<file path="config.mk">
export PLATFORM = sky130hd
export DESIGN_NAME = ps2_keyboard_decoder
export DESIGN_NICKNAME = d
export VERILOG_FILES = /design/src/rtl/ps2_keyboard_decoder.sv
export SDC_FILE = /design/constraint.sdc
export NUM_CORES = 1
export LEC_CHECK = 0
export BUFFER_PORTS_ARGS = -buffer_cell sky130_fd_sc_hd__buf_2
export CAP_MARGIN = 20
export CORE_ASPECT_RATIO = 1.5
export CORE_MARGIN = 2
export CORE_UTILIZATION = 50
export CTS_CLUSTER_DIAMETER = 150
export DETAILED_ROUTE_END_ITERATION = 8
export PLACE_DENSITY = 0.73
export SLEW_MARGIN = 25
export SYNTH_ARGS = -nofsm -noshare
export SYNTH_HDL_FRONTEND = slang
export SYNTH_SLANG_ARGS = --single-unit
export TNS_END_PERCENT = 5
</file>
<file path="constraint.sdc">
create_clock -name clock -period 6.7 [get_ports clock]
set_input_delay 0.335 -clock clock [delete_from_list [all_inputs] [get_ports clock]]
set_output_delay 0.335 -clock clock [all_outputs]
set_load 0.05 [all_outputs]
</file>
<file path="src/rtl/ps2_keyboard_decoder.sv">
// PS/2 keyboard receiver: synchronises the PS/2 lines and frames 11-bit packets.
// It decodes WASD/space/Z/arrow make codes into a 3-bit operation handed off to a consumer.
module ps2_keyboard_decoder #(
  parameter int TIMEOUT_CYCLES = 100000,
  parameter int SYNC_STAGES    = 2
) (
  input  logic       clock,
  input  logic       reset,
  input  logic       ps2_clock,
  input  logic       ps2_data,
  input  logic       keyboard_read_fin,
  output logic       keyboard_ready,
  output logic [2:0] keyboard_data,
  output logic       frame_error,
  output logic       key_dropped
);

  localparam int TW = $clog2(TIMEOUT_CYCLES + 1);

  localparam logic [2:0] OP_W     = 3'b000;
  localparam logic [2:0] OP_A     = 3'b001;
  localparam logic [2:0] OP_S     = 3'b010;
  localparam logic [2:0] OP_D     = 3'b011;
  localparam logic [2:0] OP_SPACE = 3'b100;
  localparam logic [2:0] OP_Z     = 3'b101;

  typedef enum logic [1:0] {
    IDLE  = 2'd0,
    RECV  = 2'd1,
    CHECK = 2'd2
  } rx_state_t;

  // ---------------------------------------------------------------------------
  // Synchroniser and falling-edge detector
  // ---------------------------------------------------------------------------
  logic [SYNC_STAGES-1:0] clk_sync;
  logic [SYNC_STAGES-1:0] data_sync;
  logic                   clk_prev;
  logic                   ps2_fall;
  logic                   bit_in;

  // NOTE: sequential state is always written with non-blocking (<=) so every
  // flop samples the values from before the edge, independent of statement order.
  always_ff @(posedge clock) begin
    if (reset) begin
      clk_sync  <= '1;
      data_sync <= '1;
      clk_prev  <= 1'b1;
    end else begin
      clk_sync[0]  <= ps2_clock;
      data_sync[0] <= ps2_data;
      for (int i = 1; i < SYNC_STAGES; i++) begin
        clk_sync[i]  <= clk_sync[i-1];
        data_sync[i] <= data_sync[i-1];
      end
      clk_prev <= clk_sync[SYNC_STAGES-1];
    end
  end

  assign ps2_fall = clk_prev & ~clk_sync[SYNC_STAGES-1];
  assign bit_in   = data_sync[SYNC_STAGES-1];

  // ---------------------------------------------------------------------------
  // Receive FSM
  // ---------------------------------------------------------------------------
  rx_state_t         state, state_d;
  logic [3:0]        bit_cnt;
  logic [7:0]        shift_reg;
  logic              parity_bit;
  logic              stop_bit;
  logic [TW-1:0]     timeout_cnt;

  logic              start_rx;
  logic              shift_en;
  logic              timeout_hit;
  logic              byte_valid;
  logic              bad_frame;

  // NOTE: every signal driven here gets a default first, so no path leaves it
  // unassigned and no latch is inferred.
  always_comb begin
    state_d     = state;
    start_rx    = 1'b0;
    shift_en    = 1'b0;
    timeout_hit = 1'b0;
    byte_valid  = 1'b0;
    bad_frame   = 1'b0;
    case (state)
      IDLE: begin
        if (ps2_fall && !bit_in) begin
          state_d  = RECV;
          start_rx = 1'b1;
        end
      end
      RECV: begin
        if (ps2_fall) begin
          shift_en = 1'b1;
          if (bit_cnt == 4'd9) state_d = CHECK;
        end else if (timeout_cnt == TW'(TIMEOUT_CYCLES - 1)) begin
          state_d     = IDLE;
          timeout_hit = 1'b1;
        end
      end
      CHECK: begin
        state_d = IDLE;
        // Odd parity over data+parity, and the stop bit must be high.
        if ((^{shift_reg, parity_bit}) && stop_bit) byte_valid = 1'b1;
        else                                         bad_frame  = 1'b1;
      end
      default: state_d = IDLE;
    endcase
  end

  always_ff @(posedge clock) begin
    if (reset) begin
      state       <= IDLE;
      bit_cnt     <= '0;
      shift_reg   <= '0;
      parity_bit  <= 1'b0;
      stop_bit    <= 1'b0;
      timeout_cnt <= '0;
    end else begin
      state <= state_d;
      if (start_rx || timeout_hit) begin
        bit_cnt     <= '0;
        shift_reg   <= '0;
        timeout_cnt <= '0;
      end else if (shift_en) begin
        timeout_cnt <= '0;
        bit_cnt     <= bit_cnt + 4'd1;
        if (bit_cnt < 4'd8)       shift_reg  <= {bit_in, shift_reg[7:1]};
        else if (bit_cnt == 4'd8) parity_bit <= bit_in;
        else                      stop_bit   <= bit_in;
      end else if (state == RECV) begin
        timeout_cnt <= timeout_cnt + 1'b1;
      end
    end
  end

  // ---------------------------------------------------------------------------
  // Prefix flags and scan-code decode
  // ---------------------------------------------------------------------------
  logic       ext_flag;
  logic       brk_flag;
  logic       is_prefix;
  logic       key_hit;
  logic [2:0] key_op;

  assign is_prefix = (shift_reg == 8'hE0) || (shift_reg == 8'hF0);

  always_comb begin
    key_hit = 1'b0;
    key_op  = OP_W;
    if (byte_valid && !is_prefix && !brk_flag) begin
      if (!ext_flag) begin
        case (shift_reg)
          8'h1D:   begin key_hit = 1'b1; key_op = OP_W;     end
          8'h1C:   begin key_hit = 1'b1; key_op = OP_A;     end
          8'h1B:   begin key_hit = 1'b1; key_op = OP_S;     end
          8'h23:   begin key_hit = 1'b1; key_op = OP_D;     end
          8'h29:   begin key_hit = 1'b1; key_op = OP_SPACE; end
          8'h1A:   begin key_hit = 1'b1; key_op = OP_Z;     end
          default: key_hit = 1'b0;
        endcase
      end else begin
        case (shift_reg)
          8'h75:   begin key_hit = 1'b1; key_op = OP_W; end
          8'h6B:   begin key_hit = 1'b1; key_op = OP_A; end
          8'h72:   begin key_hit = 1'b1; key_op = OP_S; end
          8'h74:   begin key_hit = 1'b1; key_op = OP_D; end
          default: key_hit = 1'b0;
        endcase
      end
    end
  end

  always_ff @(posedge clock) begin
    if (reset) begin
      ext_flag <= 1'b0;
      brk_flag <= 1'b0;
    end else if (byte_valid) begin
      if (shift_reg == 8'hE0)      ext_flag <= 1'b1;
      else if (shift_reg == 8'hF0) brk_flag <= 1'b1;
      else begin
        ext_flag <= 1'b0;
        brk_flag <= 1'b0;
      end
    end
  end

  // ---------------------------------------------------------------------------
  // Consumer handshake with one-entry skid register
  // ---------------------------------------------------------------------------
  logic       skid_valid;
  logic [2:0] skid_op;
  logic       skid_pop;
  logic       skid_push;
  logic       load_direct;
  logic       drop;

  always_comb begin
    skid_pop    = skid_valid && !keyboard_read_fin && !keyboard_ready;
    load_direct = 1'b0;
    skid_push   = 1'b0;
    drop        = 1'b0;
    if (key_hit) begin
      if (keyboard_ready && !keyboard_read_fin)                     drop        = 1'b1;
      else if (!keyboard_read_fin && !keyboard_ready && !skid_valid) load_direct = 1'b1;
      else if (!skid_valid || skid_pop)                              skid_push   = 1'b1;
      else                                                           drop        = 1'b1;
    end
  end

  always_ff @(posedge clock) begin
    if (reset) begin
      keyboard_ready <= 1'b0;
      keyboard_data  <= 3'b000;
      skid_valid     <= 1'b0;
      frame_error    <= 1'b0;
      key_dropped    <= 1'b0;
    end else begin
      frame_error <= bad_frame | timeout_hit;
      key_dropped <= drop;
      if (load_direct) begin
        keyboard_ready <= 1'b1;
        keyboard_data  <= key_op;
      end else if (skid_pop) begin
        keyboard_ready <= 1'b1;
        keyboard_data  <= skid_op;
      end else if (keyboard_read_fin) begin
        keyboard_ready <= 1'b0;
      end
      if (skid_push)     skid_valid <= 1'b1;
      else if (skid_pop) skid_valid <= 1'b0;
    end
  end

  // NOTE: the skid payload carries no reset; skid_valid alone decides whether
  // it is ever used, so its power-up contents are irrelevant.
  always_ff @(posedge clock) begin
    if (skid_push) skid_op <= key_op;
  end

endmodule

</file>
==> results of run 1 <==
[kinds of logic (layout without fill, tap and decap cells)]
family	after synthesis	count (layout)	synth area share
AO/OA/AOI/OAI	51	51	0.148
flip-flops	50	50	0.390
XOR/XNOR	24	24	0.0898
adder cells (fa/ha/maj)	4	4	0.0189
multiplexers	10	10	0.0440
buffers and inverters	24	27	0.0383
AND/OR/NAND/NOR	133	133	0.271
[final cells by class]
| type | count | area (um^2) | share of cell area |
|---|---|---|---|
| Multi-Input combinational cell | 222 | 1510 | 0.541 |
| Inverter | 9 | 33.8 | 0.0121 |
| Clock inverter | 2 | 13.8 | 0.00492 |
| Timing Repair Buffer | 10 | 50.0 | 0.0179 |
| Tap cell | 68 | 85.1 | 0.0304 |
| Sequential cell | 50 | 1030 | 0.368 |
| Clock buffer | 6 | 72.6 | 0.0259 |
[power groups by stage]
stage                     logic [mW]  clock network, mW  registers, mW
after floorplan              0.00818                  0          0.308
after global placement        0.0110                  0          0.309
after detailed placement      0.0110                  0          0.309
after CTS                     0.0111              0.179          0.302
after global routing          0.0125              0.190          0.302
final                         0.0109              0.174          0.302
[worst min path at each step]
| stage | start | endpoint | cells past startpoint |
|---|---|---|---|
| floorplan | clk_sync[0]$_SDFF_PP1_ | clk_sync[1]$_SDFF_PP1_ | 1 |
| global placement | clk_sync[0]$_SDFF_PP1_ | clk_sync[1]$_SDFF_PP1_ | 1 |
| detailed placement | clk_sync[0]$_SDFF_PP1_ | clk_sync[1]$_SDFF_PP1_ | 1 |
| CTS | ps2_clock | clk_sync[0]$_SDFF_PP1_ | 2 |
| global route | ps2_data | data_sync[0]$_SDFF_PP1_ | 2 |
| finish | ps2_clock | clk_sync[0]$_SDFF_PP1_ | 2 |
[Yosys cell counts (all sizes together), types with 2 or more instances]
cell and count:
a21oi 17, mux2i 7, ha 4, nor4bb 4, or4b 3, a41o 2, clkbuf 7, o21ai 8
or3b 2, buf 8, inv 9, nor2 31, and2 2, nor2b 5, dfxtp 47, nand3 10
o2111ai 3, nand2 32, or2 5, xnor2 10, xnor3 2, or3 3, a311oi 2, nor4b 2
a41oi 2, and3 2, a211oi 2, o211ai 3, edfxtp 3, nand2b 7, nand4 4, xor2 12
nor3 6, mux2 3, nor4 6, o311ai 2, nand3b 2
[layer usage]
| layer | vias up | track usage | part of all wire |
|---|---|---|---|
| li1 | 1061 | - | - |
| met1 | 1018 | 0.181 | 0.38 |
| met2 | 31 | 0.392 | 0.57 |
| met3 | 10 | 0.0313 | 0.019 |
| met4 | 0 | 0.0888 | 0.023 |
| met5 | - | 0 | 0 |
==> flow_summary.toml, run 1 <==
[critical_path]
r2r_start = "shift_reg[2]$_SDFFE_PP0P_"
crit_path_start = "shift_reg[2]$_SDFFE_PP0P_"
slowest_delay_ns = 0.59
endpoint_kind = "flip-flop"
slowest_stage = "dfxtp_1"
crit_type = "reg -> reg"
critPathRequiredTime_ns = 6.68
cp.depth = 5
critPathLaunchType = "flip-flop"
crit_family = "compound AO/OA/AOI/OAI gates"
cp_max_fo = 12
critPathBufInv = 0
worstRegToRegCells = 5
path_cells = "xnor3_1 -> a211o_1 -> mux2i_4 -> o211ai_2 -> a21oi_1"
crit_arrival_ns = 2.54
crit_end = "skid_op[1]$_DFFE_PP_"
r2r-end = "skid_op[1]$_DFFE_PP_"
reg2reg_slack_ns = 4.14

[logic_synthesis]
yosysWarnings = 0
yosys.cell_types.count = 63
synth-seq-cells = 50
syn-num-nets = 305
synth-seq-area-share = 0.390
synth_async_sr_flop_share = 0
synth_top_cell_area_share = 0.356
yosysTopAreaCell = "dfxtp_1"
synth_cells = 296
synth_edf_count = 3
synthFlopType = "dfxtp_1"
synthTopCellsByArea = "dfxtp_1 36%, nand2_1 4.5%, nor2_1 4.4%"
syn_area_um2 = 2650
syn_avg_cell_area_um2 = 8.94

[power_and_ir_drop]
power.leakage_nw = 0.947
netSwitchingFraction = 0.224
power.share.clock = 0.358
p_per_area_nw_per_um2 = 174
power_mw = 0.487
p_comb_frac = 0.022
power.internal_mw = 0.378
p_sw_mw = 0.109
seq_power_share = 0.620
peakVddDrop_mv = 0.125

[floorplanning]
std_cell_rows = 32
die_h_um = 93.1
coreArea_um2 = 5120
dieArea_um2 = 5900
start_util = 0.516
io_pins = 11
die_w_um = 63.4

[global_routing]
antenna_found_initial = 0
grt_overflow = 0
grt_pass1_vias = 2055
grt_pass1_wl_um = 9040
grt_max_degree = 17
grt_usage = 0.193

[clock_network]
clk_pin_slew_worst_paths_ns = 0.09
cts_buffers = 5
cts_hold_buf = 0
htree_levels = 2
ctsResizeCount = 0
cts.sinks = 50
clockBufferDepth = 2
cts_setup_buffers = 0
cts_tree = "built"
root_buffer = "clkbuf_8"
clock_latency_ns = 0.30

[layout]
nFillCells = 516
largest_register_ffs = 17
final_common_cell = "dfxtp_1"
post-route-cell-area_um2 = 2800
final_cells = 367
final_nets = 307
synthToLayoutAreaGrowth_pct = 5.82
post-route-util = 0.546
layout-drive-gt1-share = 0.114
diodes = 0
layout_common_cells = "47 x dfxtp_1, 32 x nand2_1, 31 x nor2_1"

[sta]
maxSlewViolCount = 0
slew_headroom = 0.601
fmax_mhz = 391
final-hold-violation-count = 0
holdWs_ns = 0.205
skew_ns = 0.00536
layout_setup_ws_ns = 4.14
setup_viol = 0
tns_ns = 0
tightest_slew_ns = 0.598
finalCritPeriodShare = 0.382
rsz0062_at_grt = "false"
min_period_ns = 2.56

[routing]
first_pass_iters = 4
drt-total-wl_um = 5290
wl_per_cell_um = 14.4
ant_nets = 0
route.detailed.drc = 0
vias_per_cell = 5.78
drt_iter0_drc = 41
vias = 2120

[place]
place_ws_ns = 4.13
dp_hpwl_um = 3990
io_buffers = 10
globalplace.congestion = 0.820
placed_area_um2 = 2710
place_inst = 359

[run]
cap_violations = 0

[outcome]
status = "finished clean"

[worst_hold_path]
hp-class = "in -> reg"
Note: power is estimated with default switching activity, not from simulation.
==> inputs of run 2 (changes only) <==
==> constraint.sdc (replaced) <==
create_clock -name clock -period 2.4 [get_ports clock]
set_input_delay 0.12 -clock clock [delete_from_list [all_inputs] [get_ports clock]]
set_output_delay 0.12 -clock clock [all_outputs]
set_load 0.05 [all_outputs]
==> run 2 against run 1 <==
  * Final area up 6.4%
  * Die area did not move
  * Via count increased by 1.2%
  * First-iteration DRC count is 2.4% higher
  * Largest power group unchanged
  * Utilization up 3.5 points
==> flow_summary.toml, run 2 (synthesis gave the netlist of run 1 again) <==
[layout]
synthToLayoutAreaGrowth_pct = 12.6
final_cells = 381
post-route-util = 0.581
layout_common_cells = "46 x dfxtp_1, 32 x nand2_1, 31 x nor2_1"
final_common_cell = "dfxtp_1"
layout-drive-gt1-share = 0.160
diodes = 0
final_nets = 321
largest_register_ffs = 17
post-route-cell-area_um2 = 2980

[global_routing]
grt_pass1_vias = 2091
grt_usage = 0.193
grt_max_degree = 17
antenna_found_initial = 0
grt_overflow = 0
grt_pass1_wl_um = 9090

[worst_hold_path]
hp-class = "in -> reg"

[routing]
drt_iter0_drc = 42
vias_per_cell = 5.63
route.detailed.drc = 0
vias = 2146
drt-total-wl_um = 5420
ant_nets = 0
wl_per_cell_um = 14.2
first_pass_iters = 4

[floorplanning]
die_w_um = 63.4
io_pins = 11
coreArea_um2 = 5120
std_cell_rows = 32
start_util = 0.516
die_h_um = 93.1
dieArea_um2 = 5900

[sta]
layout_setup_ws_ns = 0.0850
holdWs_ns = 0.0667
maxSlewViolCount = 0
tightest_slew_ns = 0.523
setup_viol = 0
finalCritPeriodShare = 0.965
final-hold-violation-count = 0
slew_headroom = 0.647
fmax_mhz = 432
min_period_ns = 2.32
skew_ns = 0.0114
tns_ns = 0

[run]
cap_violations = 0

[power_and_ir_drop]
power_mw = 1.60
p_per_area_nw_per_um2 = 537
peakVddDrop_mv = 0.364
power.leakage_nw = 1.05

[clock_network]
clockBufferDepth = 2
htree_levels = 2
clock_latency_ns = 0.30
cts_buffers = 5
clk_pin_slew_worst_paths_ns = 0.09
cts_tree = "built"
cts.sinks = 50
root_buffer = "clkbuf_8"

[place]
placed_area_um2 = 2790
place_ws_ns = 0.0287
io_buffers = 10
place_inst = 369
dp_hpwl_um = 4040
globalplace.congestion = 0.902

[critical_path]
critPathRequiredTime_ns = 2.38
cp_max_fo = 11
crit_arrival_ns = 2.30
reg2reg_slack_ns = 0.08
crit_type = "reg -> reg"
critPathLaunchType = "flip-flop"
endpoint_kind = "flip-flop"

[outcome]
status = "finished clean"
==> run 2: changes by cell type in the layout (fill, tap and decap cells not counted), sizes merged <==
| cell | delta |
|---|---|
| dlygate4sd3 | +2 |
| bufinv | +2 |
| buf | +12 |
| clkinv | -2 |
==> run 2: report_power, final <==
part,internal [mW],leakage [nW],switching [mW]
registers,0.840,0.401,0.00271
logic,0.0140,0.575,0.0225
clock network,0.444,0.0714,0.278
total,1.30,1.05,0.303
==> run 2: critical path: stages, from the launching register on <==
cell,delay (ns)
dfxtp_1,0.44
or3b_1,0.44
o31a_1,0.32
a311oi_4,0.34
o211ai_2,0.16
a21oi_1,0.30
==> run 2: timing repair <==
| item | CTS | global route |
|---|---|---|
| setup endpoints to repair | 0 | 3 |
| hold buffers | 2 | 0 |
| endpoints found under the hold margin | 2 | 0 |
| buffers inserted | 0 | 2 |
| resized for setup | 0 | 3 |
==> run 2: path summary, 6_finish.rpt <==
| kind | startpoint | endpoint | cells after the start |
|---|---|---|---|
| setup / recovery | shift_reg[7]$_SDFFE_PP0P_ | skid_op[0]$_DFFE_PP_ | 5 |
| hold / removal | keyboard_read_fin | keyboard_ready$_SDFFE_PP0P_ | 2 |
| setup reg to reg | shift_reg[7]$_SDFFE_PP0P_ | skid_op[0]$_DFFE_PP_ | 5 |
| hold reg to reg | clk_sync[0]$_SDFF_PP1_ | clk_sync[1]$_SDFF_PP1_ | 1 |
==> run 2: area by class of cell <==
type | count | area [um^2]
fillers | 489 | 2150
repair buffers | 24 | 160
well taps | 68 | 85.1
clock inverters | 2 | 60.1
inverters | 9 | 33.8
flip-flops and latches | 50 | 1030
clock buffers | 6 | 82.6
multi-input cells | 222 | 1530
==> run 2: routing by layer <==
| layer | track usage | part of all wire | routed length, um |
|---|---|---|---|
| met1 | 0.183 | 0.38 | 2080 |
| met2 | 0.396 | 0.57 | 3110 |
| met3 | 0.0301 | 0.020 | 108 |
| met4 | 0.0797 | 0.021 | 114 |
| met5 | 0 | 0 | 0 |
